**src/rtl/obi_demux.sv**
```systemverilog
`default_nettype none
// obi_demux: routes one OBI manager to NumMstPorts subordinates, keeping responses in order. Rev 1.0
// Define OBI_DEMUX_ERR_RESP_EN to answer out-of-range selects from an internal error responder.

package obi_pkg;

  typedef struct packed {
    logic        UseRReady;
    int unsigned AddrWidth;
    int unsigned DataWidth;
    int unsigned IdWidth;
  } obi_cfg_t;

  localparam obi_cfg_t ObiDefaultConfig = '{
    UseRReady: 1'b0,
    AddrWidth: 32,
    DataWidth: 32,
    IdWidth:   4
  };

  typedef struct packed {
    logic [31:0] addr;
    logic        we;
    logic [3:0]  be;
    logic [31:0] wdata;
    logic [3:0]  aid;
  } obi_a_chan_t;

  typedef struct packed {
    logic [31:0] rdata;
    logic [3:0]  rid;
    logic        err;
  } obi_r_chan_t;

  typedef struct packed {
    obi_a_chan_t a;
    logic        req;
    logic        rready;
  } obi_req_t;

  typedef struct packed {
    logic        gnt;
    logic        rvalid;
    obi_r_chan_t r;
  } obi_rsp_t;

endpackage

module obi_demux #(
  parameter obi_pkg::obi_cfg_t SlvPortObiCfg = obi_pkg::ObiDefaultConfig,
  parameter obi_pkg::obi_cfg_t MstPortObiCfg = SlvPortObiCfg,
  parameter type               obi_req_t     = obi_pkg::obi_req_t,
  parameter type               obi_rsp_t     = obi_pkg::obi_rsp_t,
  parameter int unsigned       NumMstPorts   = 2,
  parameter int unsigned       NumMaxTrans   = 2,
  parameter int unsigned       SelWidth      = $clog2(NumMstPorts)
) (
  input  logic                clk_i,
  input  logic                rst_ni,
  input  obi_req_t            slv_port_obi_req_i,
  output obi_rsp_t            slv_port_obi_rsp_o,
  input  logic [SelWidth-1:0] slv_port_select_i,
  output obi_req_t            mst_ports_obi_req_o [NumMstPorts],
  input  obi_rsp_t            mst_ports_obi_rsp_i [NumMstPorts]
);

  localparam int unsigned CntWidth  = $clog2(NumMaxTrans + 1);
  localparam logic        UseRReady = SlvPortObiCfg.UseRReady | MstPortObiCfg.UseRReady;
`ifdef OBI_DEMUX_ERR_RESP_EN
  localparam int unsigned TgtWidth  = SelWidth + 1;
`else
  localparam int unsigned TgtWidth  = SelWidth;
`endif
  localparam logic [CntWidth-1:0] CntMax = CntWidth'(NumMaxTrans);

  logic [CntWidth-1:0] cnt_q, cnt_d;
  logic [TgtWidth-1:0] sel_q, tgt;
  logic                sel_in_range, tgt_valid, tgt_gnt;
  logic                allow, gnt, accept, retire;
  obi_rsp_t            sel_rsp;

  assign sel_in_range = (32'(slv_port_select_i) < NumMstPorts);

`ifdef OBI_DEMUX_ERR_RESP_EN
  // Out-of-range selects map onto the virtual port index NumMstPorts.
  logic     tgt_is_err, sel_is_err;
  obi_rsp_t err_rsp_q;

  assign tgt        = sel_in_range ? TgtWidth'(slv_port_select_i) : TgtWidth'(NumMstPorts);
  assign tgt_valid  = 1'b1;
  assign tgt_is_err = (tgt == TgtWidth'(NumMstPorts));
  assign sel_is_err = (sel_q == TgtWidth'(NumMstPorts));

  always_ff @(posedge clk_i) begin
    if (!rst_ni) begin
      err_rsp_q <= '0;
    end else if (accept && tgt_is_err) begin
      err_rsp_q.gnt     <= 1'b0;
      err_rsp_q.rvalid  <= 1'b1;
      err_rsp_q.r.rdata <= '0;
      err_rsp_q.r.rid   <= slv_port_obi_req_i.a.aid;
      err_rsp_q.r.err   <= 1'b1;
    end else if (retire && sel_is_err) begin
      err_rsp_q.rvalid  <= 1'b0;
    end
  end
`else
  assign tgt       = slv_port_select_i;
  assign tgt_valid = sel_in_range;
`endif

  // Reset gates the request path so nothing leaks out while rst_ni is low.
  assign allow = rst_ni && tgt_valid
              && ((cnt_q == '0) || (tgt == sel_q))
              && (cnt_q != CntMax);

  always_comb begin
    tgt_gnt = 1'b0;
    for (int unsigned i = 0; i < NumMstPorts; i++) begin
      if (tgt == TgtWidth'(i)) tgt_gnt = mst_ports_obi_rsp_i[i].gnt;
    end
`ifdef OBI_DEMUX_ERR_RESP_EN
    // The responder holds a single transaction at a time.
    if (tgt_is_err) tgt_gnt = !err_rsp_q.rvalid;
`endif
  end

  assign gnt    = allow && tgt_gnt;
  assign accept = slv_port_obi_req_i.req && gnt;

  always_comb begin
    for (int unsigned i = 0; i < NumMstPorts; i++) begin
      mst_ports_obi_req_o[i]        = slv_port_obi_req_i;
      mst_ports_obi_req_o[i].req    = slv_port_obi_req_i.req && allow && (tgt == TgtWidth'(i));
      mst_ports_obi_req_o[i].rready = slv_port_obi_req_i.rready && (sel_q == TgtWidth'(i));
    end
  end

  always_comb begin
    sel_rsp = '0;
    for (int unsigned i = 0; i < NumMstPorts; i++) begin
      if (sel_q == TgtWidth'(i)) sel_rsp = mst_ports_obi_rsp_i[i];
    end
`ifdef OBI_DEMUX_ERR_RESP_EN
    if (sel_is_err) sel_rsp = err_rsp_q;
`endif
  end

  always_comb begin
    slv_port_obi_rsp_o     = sel_rsp;
    slv_port_obi_rsp_o.gnt = gnt;
  end

  assign retire = sel_rsp.rvalid && (UseRReady ? slv_port_obi_req_i.rready : 1'b1);

  // A stray retire with nothing outstanding must not wrap the counter.
  always_comb begin
    cnt_d = cnt_q;
    if (accept && !retire) begin
      cnt_d = cnt_q + CntWidth'(1);
    end else if (retire && !accept && (cnt_q != '0)) begin
      cnt_d = cnt_q - CntWidth'(1);
    end
  end

  always_ff @(posedge clk_i) begin
    if (!rst_ni) begin
      cnt_q <= '0;
      sel_q <= '0;
    end else begin
      cnt_q <= cnt_d;
      if (accept) sel_q <= tgt;
    end
  end

endmodule

`default_nettype wire

```
**config.mk**
```make
export PLATFORM = sky130hd
export DESIGN_NAME = obi_demux
export DESIGN_NICKNAME = d
export VERILOG_FILES = /design/src/rtl/obi_demux.sv
export SDC_FILE = /design/constraint.sdc
export NUM_CORES = 1
export LEC_CHECK = 0
export BUFFER_PORTS_ARGS = -buffer_cell sky130_fd_sc_hd__buf_4
export CAP_MARGIN = 20
export CORE_AREA = 2 2 135 137
export DETAILED_ROUTE_END_ITERATION = 12
export DIE_AREA = 0 0 137 139
export HOLD_SLACK_MARGIN = 0.1
export PLACE_DENSITY = 0.45
export SLEW_MARGIN = 20
export SYNTH_ARGS = -nofsm -noshare
export SYNTH_HDL_FRONTEND = slang
export SYNTH_SLANG_ARGS = --single-unit
```
**constraint.sdc**
```tcl
create_clock -name clk_i -period 2.6 [get_ports clk_i]
set_input_delay 0.13 -clock clk_i [delete_from_list [all_inputs] [get_ports clk_i]]
set_output_delay 0.13 -clock clk_i [all_outputs]
set_load 0.03 [all_outputs]
```
==> out/metrics.cfg <==
[floorplanning]
rows=49
die_w_um=137
placeableCoreArea_um2=17700
num_io_pins=345
die_h_um=139
start_util=0.104
dieArea_um2=19000

[drt]
drc=0
wirelength_um=5280
final_antenna_net_count=0
vias_per_cell=2.89
wl_per_cell_um=12.2
drt_iter0_markers=60
drtPass1Iterations=4
num_vias=1253

[layout]
seq_area_um2=61.3
multi_input_area_um2=631
fillers=2050
antenna_cells=0
area_growth_pct=9.69
fin_nets=361
drive_above_1_share=0.833

[cts]
cts_setup_buffers=0
clk_latency_ns=0.22
hold_buffers=0
cts.root.buffer_cell=clkbuf_16
clk_pin_slew_ns=0.03
cts_tree=done
ctsResizeCount=0
clkSinkCount=3
h-tree-depth=1
numCtsBuffers=3
clock_path_buffers=2

[timing]
min_period_ns=2.04
slew_headroom=0.587
setup_viol_count_final=0
clock.fmax_mhz=490
finalSetupTns_ns=0
finalCritPeriodShare=0.785
worst_pin_slew_ns=0.620
drv_slew=0
holdWs_ns=0.234
finClkSkew_ns=0.00228
hold_violations=0
rsz0062_at_grt=no

[synthesis]
ys_warn_count=0
syn_nets=383
yosys.area.top_type_share=0.602
yosysMostFrequentCell=buf_4
synth_area_um2=1830
synth_area_leaders=buf_4 60%, mux2_2 23%, dfxtp_1 3.3%, a21boi_4 1.0%, nor2b_1 1.0%
synthFlopType=dfxtp_1
synth_commonest_cells=147 x buf_4, 37 x mux2_2, 4 x clkbuf_1, 4 x nand2_1
synth_top_area_cell=buf_4
ys_async_sr_fraction=0
yosysSeqAreaShare=0.0328
synth_cell_type_count=24
synth_cells=227
synth_seq_cells=3
avgSynthCellArea_um2=8.07
synth-edff-count=0

[placement]
io_buffers=125
gp_congestion=0.765
place_hpwl_um=4500

[power]
switchingPower_w=0.000233
ir_drop_uv=125
pwr-share-comb=0.557
seqPwrFrac=0.086
swShare=0.344
power.density_nw_per_um2=337
p_leak_nw=0.886
clockPowerShare=0.357
p_int_w=0.000444

[critical_path]
worst-path-max-fanout=25
r2r_end=cnt_q[0]
rrSetupSlack_ns=0.87
critPathKind=reg -> out
cp_data_arrival_time_ns=1.91
required_ns=2.47
reg2reg_from=sel_q
critPathLaunchType=flip-flop
ff2ff_path_depth=5
cp-end-kind=output pin

[global_route]
grtUsageTotal=0.0495
grt_max_degree=26
antenna_found_initial=0
grt_overflow=0
grt_pass1_wl_um=7250
grt_pass1_vias=1329

[job]
drv_cap=0

[hold_path]
whs_path_depth=3
hp-class=in -> reg
min_from=slv_port_obi_req_i[1]
worstHoldEndpoint=cnt_q[0]

[outcome]
outcome=finished clean

-- critical path: stages (launching register included) --
cell     delay (ns)
dfxtp_2        0.71
buf_4          0.40
mux2_2         0.39
buf_4          0.17
-- per-layer routing --
metal  track usage  wire length (µm)
met1        0.0510              1830
met2        0.0801              2410
met3        0.0274               827
met4        0.0255               215
met5             0                 0
-- metrics by stage --
stage	worst slack, ns	util	power, W	cell area [µm²]	instances
6_report	0.558	0.114	0.000677	2010	433
5_1_grt	0.412	0.114	0.000708	2010	433
4_1_cts	0.506	0.114	0.000685	2010	433
3_5_place_dp	0.752	0.109	0.000439	1930	429
3_3_place_gp	0.815	0.109	0.000438	1930	429
2_1_floorplan	1.05	-	0.000672	1830	227
-- how the worst max path moves through the flow --
stage | startpoint | end | slack [ns] | cells after the start
after floorplan | sel_q | mst_ports_obi_req_o[1] | 1.05 | 4
after detailed placement | sel_q | slv_port_obi_rsp_o[33] | 0.75 | 3
after global routing | sel_q | slv_port_obi_rsp_o[33] | 0.41 | 3
final | sel_q | slv_port_obi_rsp_o[36] | 0.56 | 3
after global placement | sel_q | slv_port_obi_rsp_o[17] | 0.82 | 3
after CTS | sel_q | slv_port_obi_rsp_o[33] | 0.51 | 3
-- cell usage in the layout, fill, tap and decap left out --
cell type,netlist,routed
buf_4,147,126
mux2_2,37,37
nand2_1,4,4
nor2_1,3,3
nand3_1,3,3
a21oi_1,3,3
nor3_1,3,3
nor2b_1,3,3
clkbuf_16,0,3
inv_1,2,2
xnor2_1,2,2
and2_1,2,2
dfxtp_1,3,2
nand2b_1,1,1
or3b_4,1,1
a22oi_1,1,1
mux2i_1,1,1
nor3b_1,1,1
a41oi_1,1,1
a21boi_4,1,1
a221oi_2,1,1
o32ai_1,1,1
clkbuf_1,4,1
dfxtp_2,0,1
-- flip-flops by register name, summed over array words and instances, names as in the netlist --
name / cells
sel_q: 1
cnt_q: 2
-- cell type report --
class | instances | area share
clock buffers | 4 | 0.0392
flip-flops and latches | 3 | 0.0305
repair buffers | 126 | 0.470
multi-input cells | 69 | 0.314
well taps | 229 | 0.143
inverters | 2 | 0.00373
-- cells by family (layout without fill, tap and decap cells) --
family / after synthesis / count (layout) / share of synthesized area
compound gates: 8 / 8 / 0.0403
xor+xnor: 2 / 2 / 0.00956
buf+inv: 155 / 132 / 0.623
flops: 3 / 3 / 0.0328
mux: 38 / 38 / 0.233
simple gates: 21 / 21 / 0.0614
-- power groups by stage --
stage,combinational (W),clock (W),sequential (W)
2_1_floorplan,0.000621,0,0.0000508
3_3_place_gp,0.000379,0,0.0000588
3_5_place_dp,0.000380,0,0.0000594
4_1_cts,0.000381,0.000245,0.0000589
5_1_grt,0.000398,0.000249,0.0000599
6_report,0.000377,0.000242,0.0000584
No activity file was read; power rests on OpenSTA's default activity.
